$ cat src/rtl/imem_load_sequencer_if.sv
// -----------------------------------------------------------------------------
// imem_load_sequencer_if
// Groups the signals between the load sequencer and its environment.
// Signal names follow the block's external naming (i_* into the sequencer,
// o_* out of it).
//   master : drives load/run/step requests, the UART byte stream and the fetched
//            instruction; observes memory writes and status.
//   slave  : the sequencer itself.
// -----------------------------------------------------------------------------
interface imem_load_sequencer_if #(
    parameter int NBITS   = 32,
    parameter int NB_ADDR = 6
) ();
    logic               i_load_start;
    logic               i_rx_valid;
    logic [7:0]         i_rx_data;
    logic               i_run;
    logic               i_step;
    logic [NBITS-1:0]   i_instruction;
    logic               o_mem_we;
    logic [NB_ADDR-1:0] o_mem_addr;
    logic [NBITS-1:0]   o_mem_data;
    logic               o_pc_hold;
    logic               o_pc_enable;
    logic               o_loaded;
    logic               o_done;
    logic               o_error;
    logic [NB_ADDR-1:0] o_word_count;

    modport master (
        output i_load_start, i_rx_valid, i_rx_data, i_run, i_step, i_instruction,
        input  o_mem_we, o_mem_addr, o_mem_data, o_pc_hold, o_pc_enable,
               o_loaded, o_done, o_error, o_word_count
    );

    modport slave (
        input  i_load_start, i_rx_valid, i_rx_data, i_run, i_step, i_instruction,
        output o_mem_we, o_mem_addr, o_mem_data, o_pc_hold, o_pc_enable,
               o_loaded, o_done, o_error, o_word_count
    );
endinterface

$ cat src/rtl/imem_load_sequencer.sv
// -----------------------------------------------------------------------------
// imem_load_sequencer
// Loads a program from a UART byte stream into instruction memory (big-endian
// word assembly, byte addresses stepping by 4), holds the PC during the load,
// then lets the datapath run continuously or single-step until the halt word
// is fetched.
// Ports:
//   i_clk    : system clock, rising edge
//   i_reset  : asynchronous active-low reset
//   bus      : imem_load_sequencer_if.slave (requests, byte stream, fetched
//              instruction in; memory write port and status out)
//
// state | meaning
// ------+---------------------------------------------------------------
// IDLE  | after reset, PC held, waiting for a load request
// RECV  | collecting bytes of the current word
// WRITE | one-cycle memory write of the assembled word
// READY | program resident, waiting for run or step
// RUN   | datapath advancing every cycle until the halt word is fetched
// DONE  | halt word fetched, datapath stopped
// -----------------------------------------------------------------------------
module imem_load_sequencer #(
    parameter int                NBITS     = 32,
    parameter int                CELDAS    = 60,
    parameter int                NB_ADDR   = 6,
    parameter logic [NBITS-1:0]  HALT_WORD = '1
) (
    input  logic                  i_clk,
    input  logic                  i_reset,
    imem_load_sequencer_if.slave  bus
);

    typedef enum logic [2:0] {
        IDLE  = 3'd0,
        RECV  = 3'd1,
        WRITE = 3'd2,
        READY = 3'd3,
        RUN   = 3'd4,
        DONE  = 3'd5
    } state_t;

    localparam logic [NB_ADDR-1:0] LAST_ADDR = NB_ADDR'(CELDAS - 4);
    localparam logic [NB_ADDR-1:0] ADDR_STEP = NB_ADDR'(4);
    localparam logic [1:0]         LAST_BYTE = 2'd3;

    state_t             state_q, state_d;
    logic [NB_ADDR-1:0] addr_q, addr_d;
    logic [1:0]         byte_cnt_q, byte_cnt_d;
    logic [NBITS-1:0]   asm_q, asm_d;
    logic [NB_ADDR-1:0] mem_addr_q, mem_addr_d;
    logic [NBITS-1:0]   mem_data_q, mem_data_d;
    logic [NB_ADDR-1:0] word_cnt_q, word_cnt_d;
    logic               error_q, error_d;
    logic               step_q, step_d;

    logic               mem_we;
    logic               pc_hold;
    logic               pc_enable;
    logic               loaded;
    logic               done;
    logic               is_halt;
    logic [NBITS-1:0]   asm_shift;

    assign is_halt   = (bus.i_instruction == HALT_WORD);
    assign asm_shift = {asm_q[NBITS-9:0], bus.i_rx_data};

    always_ff @(posedge i_clk or negedge i_reset) begin
        if (!i_reset) begin
            state_q    <= IDLE;
            addr_q     <= '0;
            byte_cnt_q <= '0;
            asm_q      <= '0;
            mem_addr_q <= '0;
            mem_data_q <= '0;
            word_cnt_q <= '0;
            error_q    <= 1'b0;
            step_q     <= 1'b0;
        end else begin
            state_q    <= state_d;
            addr_q     <= addr_d;
            byte_cnt_q <= byte_cnt_d;
            asm_q      <= asm_d;
            mem_addr_q <= mem_addr_d;
            mem_data_q <= mem_data_d;
            word_cnt_q <= word_cnt_d;
            error_q    <= error_d;
            step_q     <= step_d;
        end
    end

    always_comb begin
        state_d    = state_q;
        addr_d     = addr_q;
        byte_cnt_d = byte_cnt_q;
        asm_d      = asm_q;
        mem_addr_d = mem_addr_q;
        mem_data_d = mem_data_q;
        word_cnt_d = word_cnt_q;
        error_d    = error_q;
        step_d     = 1'b0;
        mem_we     = 1'b0;
        pc_hold    = 1'b0;
        pc_enable  = 1'b0;
        loaded     = 1'b0;
        done       = 1'b0;

        case (state_q)
            IDLE: begin
                pc_hold = 1'b1;
                if (bus.i_load_start) begin
                    state_d    = RECV;
                    addr_d     = '0;
                    byte_cnt_d = '0;
                    word_cnt_d = '0;
                    error_d    = 1'b0;
                end
            end

            RECV: begin
                pc_hold = 1'b1;
                if (bus.i_rx_valid) begin
                    asm_d = asm_shift;
                    if (byte_cnt_q == LAST_BYTE) begin
                        // Latch the word and address so the write port holds
                        // them after the write cycle.
                        byte_cnt_d = '0;
                        mem_data_d = asm_shift;
                        mem_addr_d = addr_q;
                        state_d    = WRITE;
                    end else begin
                        byte_cnt_d = byte_cnt_q + 2'd1;
                    end
                end
            end

            WRITE: begin
                pc_hold    = 1'b1;
                mem_we     = 1'b1;
                word_cnt_d = word_cnt_q + NB_ADDR'(1);
                // A byte arriving now is the first byte of the next word.
                if (bus.i_rx_valid) begin
                    asm_d      = asm_shift;
                    byte_cnt_d = 2'd1;
                end
                if (mem_data_q == HALT_WORD) begin
                    state_d = READY;
                end else if (addr_q == LAST_ADDR) begin
                    state_d = READY;
                    error_d = 1'b1;
                end else begin
                    addr_d  = addr_q + ADDR_STEP;
                    state_d = RECV;
                end
            end

            READY: begin
                loaded    = 1'b1;
                pc_enable = step_q;
                if (bus.i_run) begin
                    state_d = RUN;
                end else if (bus.i_step) begin
                    // A step onto the halt word finishes without advancing.
                    if (is_halt) state_d = DONE;
                    else         step_d  = 1'b1;
                end else if (bus.i_load_start) begin
                    state_d    = RECV;
                    addr_d     = '0;
                    byte_cnt_d = '0;
                    word_cnt_d = '0;
                    error_d    = 1'b0;
                end
            end

            RUN: begin
                pc_enable = !is_halt;
                if (is_halt) state_d = DONE;
            end

            DONE: begin
                done = 1'b1;
                if (bus.i_load_start) begin
                    state_d    = RECV;
                    addr_d     = '0;
                    byte_cnt_d = '0;
                    word_cnt_d = '0;
                    error_d    = 1'b0;
                end
            end

            default: begin
                state_d = IDLE;
                pc_hold = 1'b1;
            end
        endcase
    end

    assign bus.o_mem_we     = mem_we;
    assign bus.o_mem_addr   = mem_addr_q;
    assign bus.o_mem_data   = mem_data_q;
    assign bus.o_pc_hold    = pc_hold;
    assign bus.o_pc_enable  = pc_enable;
    assign bus.o_loaded     = loaded;
    assign bus.o_done       = done;
    assign bus.o_error      = error_q;
    assign bus.o_word_count = word_cnt_q;

endmodule
$ cat src/flat_wrapper.sv
// flat-port wrapper written by rule: the top's interface ports become plain ports
module imem_load_sequencer_flat 
#(
    parameter int                NBITS     = 32,
    parameter int                CELDAS    = 60,
    parameter int                NB_ADDR   = 6,
    parameter logic [NBITS-1:0]  HALT_WORD = '1
)
  (i_clk, i_reset, bus_i_load_start, bus_i_rx_valid, bus_i_rx_data, bus_i_run, bus_i_step, bus_i_instruction, bus_o_mem_we, bus_o_mem_addr, bus_o_mem_data, bus_o_pc_hold, bus_o_pc_enable, bus_o_loaded, bus_o_done, bus_o_error, bus_o_word_count);
  imem_load_sequencer_if #(.NBITS(NBITS), .NB_ADDR(NB_ADDR)) bus_i ();
  input  logic i_clk;
  input  logic i_reset;
  input wire logic [$bits(bus_i.i_load_start)-1:0] bus_i_load_start;
  input wire logic [$bits(bus_i.i_rx_valid)-1:0] bus_i_rx_valid;
  input wire logic [$bits(bus_i.i_rx_data)-1:0] bus_i_rx_data;
  input wire logic [$bits(bus_i.i_run)-1:0] bus_i_run;
  input wire logic [$bits(bus_i.i_step)-1:0] bus_i_step;
  input wire logic [$bits(bus_i.i_instruction)-1:0] bus_i_instruction;
  output wire logic [$bits(bus_i.o_mem_we)-1:0] bus_o_mem_we;
  output wire logic [$bits(bus_i.o_mem_addr)-1:0] bus_o_mem_addr;
  output wire logic [$bits(bus_i.o_mem_data)-1:0] bus_o_mem_data;
  output wire logic [$bits(bus_i.o_pc_hold)-1:0] bus_o_pc_hold;
  output wire logic [$bits(bus_i.o_pc_enable)-1:0] bus_o_pc_enable;
  output wire logic [$bits(bus_i.o_loaded)-1:0] bus_o_loaded;
  output wire logic [$bits(bus_i.o_done)-1:0] bus_o_done;
  output wire logic [$bits(bus_i.o_error)-1:0] bus_o_error;
  output wire logic [$bits(bus_i.o_word_count)-1:0] bus_o_word_count;
  assign bus_i.i_load_start = bus_i_load_start;
  assign bus_i.i_rx_valid = bus_i_rx_valid;
  assign bus_i.i_rx_data = bus_i_rx_data;
  assign bus_i.i_run = bus_i_run;
  assign bus_i.i_step = bus_i_step;
  assign bus_i.i_instruction = bus_i_instruction;
  assign bus_o_mem_we = bus_i.o_mem_we;
  assign bus_o_mem_addr = bus_i.o_mem_addr;
  assign bus_o_mem_data = bus_i.o_mem_data;
  assign bus_o_pc_hold = bus_i.o_pc_hold;
  assign bus_o_pc_enable = bus_i.o_pc_enable;
  assign bus_o_loaded = bus_i.o_loaded;
  assign bus_o_done = bus_i.o_done;
  assign bus_o_error = bus_i.o_error;
  assign bus_o_word_count = bus_i.o_word_count;
  imem_load_sequencer #(.NBITS(NBITS), .CELDAS(CELDAS), .NB_ADDR(NB_ADDR), .HALT_WORD(HALT_WORD)) u_core (.i_clk(i_clk), .i_reset(i_reset), .bus(bus_i));
endmodule
$ cat config.mk
export PLATFORM = sky130hd
export DESIGN_NAME = imem_load_sequencer_flat
export DESIGN_NICKNAME = d
export VERILOG_FILES = /design/src/rtl/imem_load_sequencer_if.sv /design/src/rtl/imem_load_sequencer.sv /design/src/flat_wrapper.sv
export SDC_FILE = /design/constraint.sdc
export NUM_CORES = 1
export LEC_CHECK = 0
export CORE_ASPECT_RATIO = 0.8
export CORE_MARGIN = 5
export CORE_UTILIZATION = 30
export DETAILED_ROUTE_END_ITERATION = 10
export GPL_TIMING_DRIVEN = 0
export HOLD_SLACK_MARGIN = 0.03
export PLACE_DENSITY = 0.52
export SYNTH_ARGS = -nofsm -noshare
export SYNTH_HDL_FRONTEND = slang
export SYNTH_SLANG_ARGS = --single-unit
$ cat constraint.sdc
create_clock -name i_clk -period 2.05 [get_ports i_clk]
set_input_delay 0.41 -clock i_clk [delete_from_list [all_inputs] [get_ports i_clk]]
set_output_delay 0.41 -clock i_clk [all_outputs]
set_load 0.005 [all_outputs]
==> results list <==
- Run status: finished, violations left
* Failing checks: negative setup slack
- Depth of the CTS H-tree: 3
* Number of port buffers: 93
* Clock buffers created by TritonCTS: 9
* Clock network latency to the later pin of the worst-skew pair: ~330 ps
- Detailed-router iteration count before antenna repair: 4
- Slew Viols, Final: 0
* Proportion of synthesized flip-flops having asynchronous set or reset: 1.00
- The setup path with the least slack is of type input pin to output port.
- Prior to clock tree synthesis, the placed netlist has a worst setup slack of -805 ps.
- Post-synth EDFFs: 0
- The worst-case IR drop observed on VDD is 0.000603 V.
* Type of element launching the critical path: input pin
* Cell Chain, Critical Path: clkdlybuf4s50_1 -> nand4_1 -> nor4_4 -> nand2_2 -> a32o_1 -> buf_2
- The final-report hold violation count is 0.
* Fin worst setup slack: -79.0 ps
- The placed instances occupy a cell area of 4640 um2.
- For the worst setup path, the data required time is 1640 ps.
- Number of DRC markers in iteration 0: 104
- Cell type of the slowest stage on the worst timing path: clkdlybuf4s50_1
* Number of warnings printed during yosys synthesis: 0
* Final clock period utilization by the worst path: 1.04
- After layout, the minimum clock period comes to 2130 ps.
- After synthesis, the most frequently instantiated cells are dfrtp_1 (77), mux2_2 (58), nand4_1 (16).
- Die boundary height: 106 um
- The filler cells instantiated in the layout total about 1100.
- Post-route DRC: 0
- The synthesized netlist occupies a cell area of 3490 um2.
- Maximum buffer depth of the clock tree: 2
* Die width: 131 um
- Core Area: 11500 um2
- Across the run, the number of max-cap violations was 0.
- 96 I/O pins were placed.
- After synthesis the netlist holds a flip-flop and latch count of 77.
* Area delta synth->final: 50.5%
* Non-filler cells in the finished layout: between 500 and 600
- Multi-input gate area in the final layout: 1560 um2
- The initial antenna violation count is 0.
* Post-synthesis instance total: 280
- In the routed layout, each cell is associated on average with a via count of 4.81.
- Counting tap cells, the placed design contains a total of 523 instances.
- Wire length of the first global-routing pass: 14.5 mm
- Final Skew: 10.3 ps
* Number of global-route vias before repair: 2754
- Distinct cell type count of the synthesized netlist: 47
* Grt total ovfl: 0
* Max Fclk: 0.470 GHz
- Across every metal layer, demand over resource in global routing totals 0.134.
- After clock tree synthesis, the clock-pin slew on the worst setup and hold paths is 60 ps.
- The initial utilization of the core area, before any placement, comes to 0.304.
* Largest net degree at the start of global routing: 66
- Cell type contributing the most total cell area after synthesis: dfrtp_1
* Largest incremental delay on the critical path: 460 ps
- Setup violations remaining at the end of the flow were counted as 1.
- Registers take 1930 um2.
- Average cell area after synthesis: roughly 12 um2
- Floorplan row count: 35
- The number of antenna diodes in the final layout is 0.
* LEAKAGE: 2.45 nW
- After detailed routing, the average wire length per cell comes to around 16 um.
- The wire-length estimate of the detail-placed layout is 6.54 mm.
- The die covers 13900 um2.
- CP Capture Type: output port
* Unrepaired setup endpoints after global routing: true
- The final route contains 2707 vias.
* Clock tree from TritonCTS: built
- Fraction of final layout cells sized beyond drive strength 1: 0.306
* Slew of the pin with the lowest slew margin: 534 ps
- Most frequent cell after synthesis: dfrtp_1
* Arrival time reported for the critical path endpoint: 1720 ps
* Buffer cell driving the clock tree root: clkbuf_16
- Maximum net fanout on the critical path: 2
* TritonCTS sink count: 77
- Path class of the lowest-slack min-delay path: input pin to flip-flop
- Setup TNS: -79.0 ps
* Final WL: between 9 and 10 mm
- At the end of routability-driven placement, the weighted congestion stood at 0.783.
- In this run the power density over the cells is 1350 nW/um2.
- Post-synth top area share: 0.552
- The net count of the finished layout is 461.
- After routing the design area is about 5300 um2.
- Headroom to the max-slew limit came out at 0.644.
* Share of the yosys chip area belonging to registers: 0.552
* Main flop type after synthesis: dfrtp_1
* Leading post-synthesis cells by cell area: dfrtp_1 (55%), mux2_2 (19%), nand4_1 (2.9%), ha_1 (1.8%), nor2_1 (1.5%)
* Number of nets with antenna violations after routing: 0
## registers in the layout (all words and copies together) (netlist names)
| signal | cells |
|---|---|
| u_core.bus.o_mem_data | 32 |
| u_core.addr_q | 4 |
| u_core.bus.o_word_count | 6 |
| u_core.bus.o_error | 1 |
| u_core.step_q | 1 |
| u_core.asm_q | 24 |
| u_core.byte_cnt_q | 2 |
| u_core.state_q | 3 |
| u_core.bus.o_mem_addr | 4 |
## per-layer routing
layer,track usage,share of wire,vias up
li1,-,-,1288
met1,0.186,0.48,1361
met2,0.201,0.47,54
met3,0.0512,0.052,4
met4,0.0220,0.0032,0
met5,0,0,-
## report_power, final
group	switching [mW]	internal, mW
registers	0.521	2.19
logic	1.06	1.77
clock network	0.618	0.948
total	2.20	4.90
## cell usage in the layout (no fill, tap or decap), drive strengths merged, types with 4 or more instances in the layout
cell,count
a21oi,4
a31oi,5
buf,34
clkbuf,15
clkdlybuf4s50,57
dfrtp,77
dlygate4sd2,14
dlymetal6s2s,19
ha,5
inv,10
mux2,61
nand2,13
nand3,9
nand4,16
nor2,15
o21ai,6
## area by class of cell
cell class,instances,area share
timing repair buffer,118,0.223
sequential,77,0.367
tap,148,0.0353
buffer,11,0.0172
inverter,8,0.00572
clock buffer,11,0.0443
multi-input combinational,185,0.296
clock inverter,5,0.0110
## worst max-delay path: cells and delay by family
kind	cells	cell delay (ps)
AOI/OAI and AO/OA	1	270
buffers and inverters	2	590
and+or+nand+nor	3	450
## repair_timing
action                                  in CTS  in global routing
endpoints found under the setup margin      44                 41
hold buffers                                 1                  0
setup buffers                                9                 14
hold endpoints to repair                    12                  0
gates resized for setup                     43                 27
pin swaps                                    9                 11
## cell families (layout without fill, tap and decap cells)
logic type / after synthesis / after routing / synth area share
AO/OA/AOI/OAI: 30 / 30 / 0.0606
XOR/XNOR: 6 / 6 / 0.0151
adder cells (fa/ha/maj): 5 / 5 / 0.0179
buffers and inverters: 19 / 153 / 0.0251
flip-flops: 77 / 77 / 0.552
multiplexers: 64 / 64 / 0.205
other: 1 / 2 / 0.00107
AND/OR/NAND/NOR: 78 / 78 / 0.123
## through the flow
stage / util / hold WS [ps] / power, mW
floorplan: - / 114 / 3.98
detailed placement: 0.404 / 284 / 5.29
global placement: 0.402 / 485 / 5.24
finish: 0.458 / 454 / 7.10
CTS: 0.443 / 476 / 7.08
global route: 0.458 / 460 / 7.58
## worst paths after layout
path | slack [ps] | to | from | cells past startpoint
setup / recovery | -80 | bus_o_pc_enable | bus_i_instruction[28] | 6
hold reg to reg | 500 | u_core.bus.o_mem_data[30]$_DFFE_PN0P_ | u_core.asm_q[22]$_DFFE_PN0P_ | 1
setup reg to reg | 40 | u_core.bus.o_word_count[2]$_DFFE_PN0P_ | u_core.state_q[2]$_DFFE_PN0P_ | 7
hold / removal | 450 | u_core.step_q$_DFF_PN0_ | bus_i_step | 2
min in group asynchronous | 480 | u_core.state_q[2]$_DFFE_PN0P_ | i_reset | 2
max in group asynchronous | 1010 | u_core.bus.o_mem_data[26]$_DFFE_PN0P_ | i_reset | 3
Power figures use the tool's default switching activity.
